`src/rtl/store_field.sv`:
```
// rtl/store_field.sv - MIX partial-field store (STA..STZ) read-modify-write unit
// Define STORE_FULLWORD_BYPASS_EN to write F=(0:5) directly without the read.
module store_field #(
    parameter int MEM_WORDS = 4000
) (
    input  logic        clk,
    input  logic        reset_n,
    input  logic        start,
    input  logic [11:0] addr,
    input  logic [5:0]  field,
    input  logic [30:0] data,
    output logic        busy,
    output logic        done,
    output logic        err,
    output logic [11:0] mem_addr,
    output logic        mem_rd,
    input  logic [30:0] mem_rdata,
    output logic        mem_we,
    output logic [30:0] mem_wdata
);

    typedef enum logic [2:0] {IDLE, READ, LATCH, WRITE, FAIL} state_t;

    state_t      state, state_nx;
    logic [11:0] addr_q, addr_nx;
    logic [2:0]  l_q, l_nx, r_q, r_nx;
    logic [30:0] data_q, data_nx;
    logic        busy_nx, done_nx, err_nx, rd_nx, we_nx;
    logic [11:0] maddr_nx;
    logic [30:0] wdata_nx;
    logic        bad_field, bad_addr;

    // Bytes max(L,1)..R take the rightmost source bytes, right-aligned.
    function automatic logic [30:0] merge(input logic [30:0] old, input logic [30:0] src,
                                          input logic [2:0] l, input logic [2:0] r);
        logic [30:0] w;
        int          lo;
        w  = old;
        lo = (l == 3'd0) ? 1 : int'(l);
        if (l == 3'd0) begin
            w[30] = src[30];
        end
        for (int j = 1; j <= 5; j++) begin
            if (j >= lo && j <= int'(r)) begin
                w[(5 - j) * 6 +: 6] = src[(int'(r) - j) * 6 +: 6];
            end
        end
        return w;
    endfunction

    always_comb begin
        bad_field = (field[5:3] > field[2:0]) || (field[2:0] > 3'd5);
        bad_addr  = int'({20'd0, addr}) >= MEM_WORDS;
    end

    always_comb begin
        state_nx = state;
        addr_nx  = addr_q;
        l_nx     = l_q;
        r_nx     = r_q;
        data_nx  = data_q;
        wdata_nx = '0;
        case (state)
            IDLE: begin
                if (start) begin
                    addr_nx = addr;
                    l_nx    = field[5:3];
                    r_nx    = field[2:0];
                    data_nx = data;
                    if (bad_field || bad_addr) begin
                        state_nx = FAIL;
                    end
`ifdef STORE_FULLWORD_BYPASS_EN
                    else if (field == 6'd5) begin
                        state_nx = WRITE;
                        wdata_nx = data;
                    end
`endif
                    else begin
                        state_nx = READ;
                    end
                end
            end
            READ:  state_nx = LATCH;
            LATCH: begin
                state_nx = WRITE;
                wdata_nx = merge(mem_rdata, data_q, l_q, r_q);
            end
            WRITE:   state_nx = IDLE;
            FAIL:    state_nx = IDLE;
            default: state_nx = IDLE;
        endcase

        // Outputs are registered from the next state so nothing is combinational.
        busy_nx  = (state_nx != IDLE);
        rd_nx    = (state_nx == READ);
        we_nx    = (state_nx == WRITE);
        done_nx  = (state_nx == WRITE) || (state_nx == FAIL);
        err_nx   = (state_nx == FAIL);
        maddr_nx = busy_nx ? addr_nx : 12'd0;
    end

    always_ff @(posedge clk) begin
        if (!reset_n) begin
            state     <= IDLE;
            addr_q    <= '0;
            l_q       <= '0;
            r_q       <= '0;
            data_q    <= '0;
            busy      <= 1'b0;
            done      <= 1'b0;
            err       <= 1'b0;
            mem_rd    <= 1'b0;
            mem_we    <= 1'b0;
            mem_addr  <= '0;
            mem_wdata <= '0;
        end else begin
            state     <= state_nx;
            addr_q    <= addr_nx;
            l_q       <= l_nx;
            r_q       <= r_nx;
            data_q    <= data_nx;
            busy      <= busy_nx;
            done      <= done_nx;
            err       <= err_nx;
            mem_rd    <= rd_nx;
            mem_we    <= we_nx;
            mem_addr  <= maddr_nx;
            mem_wdata <= wdata_nx;
        end
    end

endmodule

```
`config.mk`:
```
export PLATFORM = sky130hd
export DESIGN_NAME = store_field
export DESIGN_NICKNAME = d
export VERILOG_FILES = /design/src/rtl/store_field.sv
export SDC_FILE = /design/constraint.sdc
export NUM_CORES = 1
export LEC_CHECK = 0
export CAP_MARGIN = 10
export CORE_MARGIN = 2
export CORE_UTILIZATION = 45
export DETAILED_ROUTE_END_ITERATION = 16
export GPL_ROUTABILITY_DRIVEN = 0
export MAX_ROUTING_LAYER = met4
export PLACE_DENSITY = 0.69
export SLEW_MARGIN = 10
export SYNTH_ARGS = -nofsm -noshare
export SYNTH_HDL_FRONTEND = slang
export SYNTH_SLANG_ARGS = --single-unit
```
`constraint.sdc`:
```
create_clock -name clk -period 4.4 [get_ports clk]
set_input_delay 0.88 -clock clk [delete_from_list [all_inputs] [get_ports clk]]
set_output_delay 0.88 -clock clk [all_outputs]
set_load 0.01 [all_outputs]
```
# Word level (Yosys, flattened, before mapping)
# Cells that the tools add are included.
op_classes:
  bitwise_logic: 0
  n_div: 0
  add_sub_neg: 5
  n_eq_ne: 5
  reduce_logical: 14
  muxes: 12
  mul: 5
  n_lt_le_gt_ge: 13
  n_shift: 5
op_table:
  columns: ["operator", "count"]
  rows:
  - ["$shiftx A31 B8 Y6", 5]
  - ["$mul A4 B3 Y7 const B", 5]
  - ["$mux W6", 5]
  - ["$mux W12", 2]
  - ["$ge A12 B12 Y1 const B", 1]
  - ["$mux W3", 3]
  - ["$pmux W3 S3", 1]
  - ["$sub A3 B2 Y4 const B", 2]
  - ["$sub A3 B3 Y4 const B", 2]
  - ["$eq A3 B1 Y1 const B", 2]
  - ["$eq A3 B2 Y1 const B", 2]
  - ["$ge A2 B3 Y1 const A", 2]
  - ["$ge A3 B3 Y1 const A", 2]
  - ["$le A2 B3 Y1 const A", 2]
  - ["$le A3 B3 Y1 const A", 2]
  - ["$logic_not A3 Y1", 2]
  - ["$reduce_and A2 Y1", 3]
  - ["$logic_and A1 B1 Y1", 5]
  - ["$sub A3 B1 Y4 const B", 1]
  - ["$eq A3 B3 Y1 const B", 1]
  - ["$ge A1 B3 Y1 const A", 1]
  - ["$gt A3 B3 Y1", 1]
  - ["$gt A3 B3 Y1 const B", 1]
  - ["$le A1 B3 Y1 const A", 1]
  - ["3 further kinds", 5]
word_totals:
  regBits: 100
  input_bits: 83
  wordCells: 71
  latch_bits: 0
  n_memories: 0
  mem_bits_ro: 0
  ramBits: 0

# Logic depth before layout (Yosys ltp)
# Gate-level depths: netlist (run 1).
depth:
  word_depth: 8
  ltp_mapped: 19

# Least setup slack after synthesis (run 1)
# OpenSTA, ideal clock, no wires.
synth_timing:
  path_kind: "register to register"
  startpoint: "register r_q[0]"
  endpoint: "register mem_wdata[4]"
  synth_period_minus_slack_ns: 4.073
  setup_time_ns: 0.074
  path_stages_with_launch: 20
  path_slack_ns: 0.327
  arrival_time_ns: 3.998
  path_cell_list: "dfxtp_1 > buf_6 > buf_8 > inv_1 > buf_2 > buf_2 > ha_1 > buf_4 > buf_4 > inv_2 > buf_2 > ha_1 > ha_1 > fa_1 > clkbuf_1 > clkbuf_1 > nand3_1 > o211ai_1 > o21ai_0 > o21ai_0"
synth_via:
  elab_chain_len: 4
  word_cells_on_any_way: 6
  classes_between: "1 x add/sub; 1 x mul; 1 x order compare; 1 x shift; 1 x mux; 1 x reduce/logical"
synth_lines:
  columns: ["item", "line_no", "rtl"]
  rows:
  - ["start, declared", "26", "logic [2:0] l_q, l_nx, r_q, r_nx;"]
  - ["start signal, assigned", "121", "r_q <= r_nx;"]
  - ["$sub A3 B3 Y4", "45", "w[(5 - j) * 6 +: 6] = src[(int'(r) - j) * 6 +: 6];"]
  - ["$mul A4 B3 Y7", "45", null]
  - ["$shiftx A31 B8 Y6", "45", null]
  - ["$mux W6 (*)", "44", "if (j >= lo && j <= int'(r)) begin"]
  - ["end signal, assigned", "129", "mem_wdata <= wdata_nx;"]
  - ["end, declared", "19", "output logic [30:0] mem_wdata"]
# Every way passes the cells marked *; elsewhere a longest branch is shown, timed or not.
# A chain may end at the register's enable or synchronous reset.

# Worst setup path in the final report (run 1)
layout_timing:
  startpoint: "register r_q[1]"
  endpoint: "register mem_wdata[2]"
# The elaborated chain is that of the path after synthesis.

==> impl_metrics.tcl, run 1 <==
set metrics [dict create \
    ioPinCount 131 \
    p_per_area_nw_per_um2 398 \
    dr.pass1.iters 6 \
    skew_ns 0.0132 \
    cts_tree "built" \
    synthArstFlopShare 0 \
    vias 7990 \
    avgViaCountPerCell 6.27 \
    ctsRootBufferMaster "clkbuf_16" \
    slew_headroom 0.247 \
    initial_core_util 0.462 \
    die_area_sq_um 18200 \
    drive_gt1_frac 0.0759 \
    area_growth_pct 20.4 \
    multi_input_area_sq_um 5120 \
    postCtsHoldBufs 0 \
    fp.dieH_um 135 \
    synth_enable_flop_cells 0 \
    fin_worst_hold_slack_ns 0.499 \
    worstHoldStart "addr_q[11]" \
    regArea_sq_um 2010 \
    r2r_slack_ns 0.69 \
    clock_path_buffers 2 \
    worstPathArrival_ns 4.01 \
    cp-start-kind "register" \
    drv_cap 0 \
    worstSetupPathType "reg2reg" \
    yosys_warnings 0 \
    grt_pass1_wl_um 41600 \
    core_sq_um 16600 \
    ys_seq_elements 100 \
    clock_sinks 100 \
    layout_common_cells "nand2_1 (167), clkdlybuf4s50_1 (130), dfxtp_1 (99)" \
    min_path_type "reg2reg" \
    status "finished, final reports clean" \
    max-vdd-ir-drop_mv 0.232 \
    nNetsFinal 1168 \
    cts_resized 0 \
    h-tree-depth 3 \
    setup_viol 0 \
    min_path_cells 2 \
    r2r-end "mem_wdata[2]" \
    hold_violations 0 \
    synth.net_count 1107 \
    synth_area_per_cell_sq_um 7.79 \
    syn_inst 988 \
    fin_crit_ns 3.71 \
    grt_pass1_vias 7405 \
    synth.distinct_cells 75 \
    antenna_found_initial 0 \
    clock_latency_ns 0.37 \
    rsz0062_at_grt "no" \
    grt_max_degree 106 \
    dr.first_iter.drc_count 1409 \
    post_drt_wl_per_cell_um 21.2 \
    finalCritPeriodShare 0.843 \
    fin_setup_tns_ns 0 \
    cts_made_buffers 9 \
    synthFlopType "dfxtp_1" \
    drt_wl_total_um 27000 \
    n_antenna_cell 0 \
    finalMaxSlewViolations 0 \
    dp_hpwl_um 18600 \
    overflow 0 \
    seq_area_frac_synth 0.260 \
    end_kind "register" \
    n_fill_cell 1606 \
    num_rows 47 \
    reg2reg_from "r_q[1]" \
    die_w_um 135 \
    syn_area_sq_um 7690 \
    clk_pin_slew_ns 0.08 \
    drcViolationCount 0 \
    path_max_fanout 20 \
    rr_worst_depth 10 \
    max_freq_mhz 270 \
    port_buffers 130 \
    min_to "mem_addr[11]" \
    track_usage 0.305 \
    leakage_nw 3.40 \
    worstPathRequired_ns 4.70 \
    final_common_cell "nand2_1" \
    ant_nets 0 \
    cts_setup_buffers 0 \
    tightest_slew_ns 1.13 \
]
==> critical path: stages (launching register included) <==
cell and delay, ns:
dfxtp_1 0.54, inv_1 0.26, ha_4 0.29, inv_2 0.32, ha_1 0.31, ha_1 0.21, fa_1 0.95, nand2_1 0.20
o32ai_1 0.35, nor2_1 0.08, o21ai_0 0.12
==> through the flow <==
| stage | power (W) | cell area, sq um | worst slack (ns) | instances | utilization |
|---|---|---|---|---|---|
| floorplan | 0.00229 | 7690 | 0.327 | 988 | - |
| global placement | 0.00277 | 8960 | 0.884 | 1258 | 0.538 |
| detailed placement | 0.00280 | 8960 | 0.744 | 1258 | 0.538 |
| CTS | 0.00363 | 9260 | 0.753 | 1274 | 0.557 |
| global route | 0.00386 | 9260 | 0.409 | 1274 | 0.557 |
| finish | 0.00369 | 9260 | 0.690 | 1274 | 0.557 |
==> layout make-up <==
| type | instances | share of cell area |
|---|---|---|
| multi-input cells | 760 | 0.553 |
| flip-flops and latches | 100 | 0.217 |
| repair buffers | 147 | 0.156 |
| well taps | 220 | 0.0297 |
| clock buffers | 9 | 0.0243 |
| inverters | 31 | 0.0126 |
| clock inverters | 7 | 0.00837 |
==> routing by layer <==
layer,vias to the layer above,GRT usage,wire [um]
li1,3664,-,-
met1,3627,0.402,11100
met2,569,0.422,11100
met3,130,0.0886,3280
met4,0,0.154,1490
met5,-,-,0
==> cell usage after synthesis (10+ instances only) <==
cell / number / share of area
nand2_1: 167 / 0.081
dfxtp_1: 100 / 0.26
o21ai_0: 68 / 0.044
nor2_1: 65 / 0.032
clkbuf_1: 50 / 0.024
a21oi_1: 48 / 0.031
mux2i_1: 48 / 0.062
a21boi_0: 36 / 0.035
ha_1: 31 / 0.050
buf_2: 30 / 0.020
inv_1: 30 / 0.015
nand3_1: 23 / 0.015
nor2b_1: 22 / 0.018
mux4_2: 16 / 0.047
nand2b_1: 15 / 0.012
o22ai_1: 15 / 0.012
a22oi_1: 14 / 0.014
o211ai_1: 13 / 0.013
buf_4: 12 / 0.012
mux2_2: 12 / 0.018
a22o_1: 11 / 0.013
a211oi_1: 10 / 0.0098
a31oi_1: 10 / 0.0081
nor3_1: 10 / 0.0065
==> sequential cells by signal (all words and copies together), names as in the netlist <==
signal     flops
data_q        31
err            1
state          3
r_q            3
mem_rd         1
busy           1
l_q            3
mem_we         1
addr_q        12
mem_wdata     31
mem_addr      12
done           1
==> report_power, final <==
| part | switching, W | internal (W) |
|---|---|---|
| clock network | 0.000434 | 0.000407 |
| logic | 0.00105 | 0.000678 |
| registers | 0.000140 | 0.000974 |
==> worst max-delay path by stage <==
| stage | start | end | depth (start not counted) |
|---|---|---|---|
| final | r_q[1] | mem_wdata[2] | 10 |
| after CTS | r_q[1] | mem_wdata[2] | 10 |
| after global placement | r_q[1] | mem_wdata[28] | 13 |
| after detailed placement | r_q[1] | mem_wdata[2] | 10 |
| after global routing | r_q[1] | mem_wdata[2] | 10 |
| after floorplan | r_q[0] | mem_wdata[4] | 19 |
==> cell families after synthesis <==
family                     share of synthesized area
AOI/OAI and AO/OA                              0.264
xor gates and xnor gates                     0.00797
adders and majority gates                     0.0634
buffers and inverters                         0.0766
DFF                                            0.260
muxes                                          0.129
and+or+nand+nor                                0.199
No activity file was read; power rests on OpenSTA's default activity.
==> run 2, diff against run 1 <==
- PLACE_DENSITY: 0.69 -> 0.72
- clock period: 4.4 -> 3.3 ns (I/O delays scaled with it)
==> impl_metrics.tcl, run 2 (synthesis results as in run 1) <==
set metrics [dict create \
    status "finished, final reports clean" \
    clock_latency_ns 0.37 \
    post_drt_wl_per_cell_um 20.7 \
    cts_resized 0 \
    min_path_type "reg2reg" \
    cp-start-kind "register" \
    overflow 0 \
    num_rows 47 \
    finalInstanceArea_sq_um 9490 \
    nNetsFinal 1180 \
    ant_nets 0 \
    rsz0062_at_grt "no" \
    postCtsHoldBufs 0 \
    tightest_slew_ns 0.823 \
    dpl_cell_area_sq_um 9170 \
    ctsRootBufferMaster "clkbuf_16" \
    clk_pin_slew_ns 0.08 \
    port_buffers 130 \
    die_area_sq_um 18200 \
    grt_pass1_vias 7432 \
    dp_hpwl_um 18800 \
    skew_ns 0.0117 \
    instances_no_fill 1287 \
    cts_tree "built" \
    fp.dieH_um 135 \
    finalMaxSlewViolations 0 \
    dp.cells 1270 \
    hold_violations 0 \
    core_sq_um 16600 \
    dr.first_iter.drc_count 1359 \
    slew_headroom 0.451 \
    drcViolationCount 0 \
    h-tree-depth 3 \
    final_common_cell "nand2_1" \
    rr_worst_depth 10 \
    clock_path_buffers 2 \
    avgViaCountPerCell 6.19 \
    setup_viol 0 \
    fin_crit_ns 3.00 \
    area_growth_pct 23.3 \
    end_kind "register" \
    vias 7965 \
    layout_common_cells "nand2_1 (167), clkdlybuf4s50_1 (130), dfxtp_1 (99)" \
    min_path_cells 2 \
    p_per_area_nw_per_um2 533 \
    finalCritPeriodShare 0.910 \
    top_regs "data_q x31, mem_wdata x31" \
    clock_sinks 100 \
    path_max_fanout 19 \
    worstPathArrival_ns 3.29 \
    final_util 0.570 \
    max_freq_mhz 333 \
    grt_max_degree 122 \
    worstPathRequired_ns 3.59 \
    n_fill_cell 1548 \
    dr.pass1.iters 7 \
    antenna_found_initial 1 \
    initial_core_util 0.462 \
    max-vdd-ir-drop_mv 0.384 \
    power.total_w 0.00506 \
    die_w_um 135 \
    drive_gt1_frac 0.100 \
    drv_cap 0 \
    ioPinCount 131 \
    leakage_nw 3.49 \
    track_usage 0.300 \
    grt_pass1_wl_um 40900 \
    cts_setup_buffers 0 \
    drt_wl_total_um 26700 \
    cts_made_buffers 9 \
    worstSetupPathType "reg2reg" \
    fin_worst_hold_slack_ns 0.485 \
]
-- run 2: cell types whose count changed in the layout (fill, tap and decap cells not counted), sizes merged --
cell | before | now
clkinvlp | 1 | 0
inv | 35 | 34
diode | 0 | 1
clkinv | 2 | 4
buf | 17 | 29
-- run 2: stage by stage --
step / worst slack (ns) / setup TNS, ns
detailed placement: 0.302 / 0
finish: 0.296 / 0
floorplan: -0.0444 / -0.0896
CTS: 0.287 / 0
global route: 0.133 / 0
global placement: 0.403 / 0
-- run 2: final cells by class --
| cell class | instances | area, sq um | share of cell area |
|---|---|---|---|
| well taps | 220 | 275 | 0.0290 |
| diodes | 1 | 2.50 | 0.000264 |
| multi-input cells | 760 | 5220 | 0.550 |
| inverters | 31 | 126 | 0.0133 |
| clock buffers | 9 | 225 | 0.0237 |
| flip-flops and latches | 100 | 2010 | 0.211 |
| repair buffers | 159 | 1540 | 0.163 |
| clock inverters | 7 | 91.3 | 0.00963 |
-- run 2: final timing paths --
kind	slack, ns	endpoint	start
hold reg to reg	0.48	r_q[2]	r_q[2]
setup reg to reg	0.30	mem_wdata[2]	r_q[0]
hold / removal	0.48	r_q[2]	r_q[2]
setup / recovery	0.30	mem_wdata[2]	r_q[0]
-- run 2: where the power goes --
group | internal, W | leakage, nW | switching (W)
sequential | 0.00130 | 0.817 | 0.000185
combinational | 0.00101 | 2.52 | 0.00145
clock | 0.000549 | 0.152 | 0.000570
total | 0.00286 | 3.49 | 0.00220
-- run 2: critical path, cell delays in order (launching register included) --
cell	delay (ns)
dfxtp_4	0.43
inv_4	0.06
ha_1	0.24
ha_1	0.36
ha_4	0.27
ha_4	0.16
fa_2	0.75
nand4b_1	0.13
nor2b_1	0.27
a32oi_1	0.14
o21ai_0	0.11
-- run 2: per-layer routing --
metal,part of all wire,GRT usage
met5,0,-
met4,0.050,0.139
met3,0.13,0.0998
met2,0.42,0.428
met1,0.40,0.383
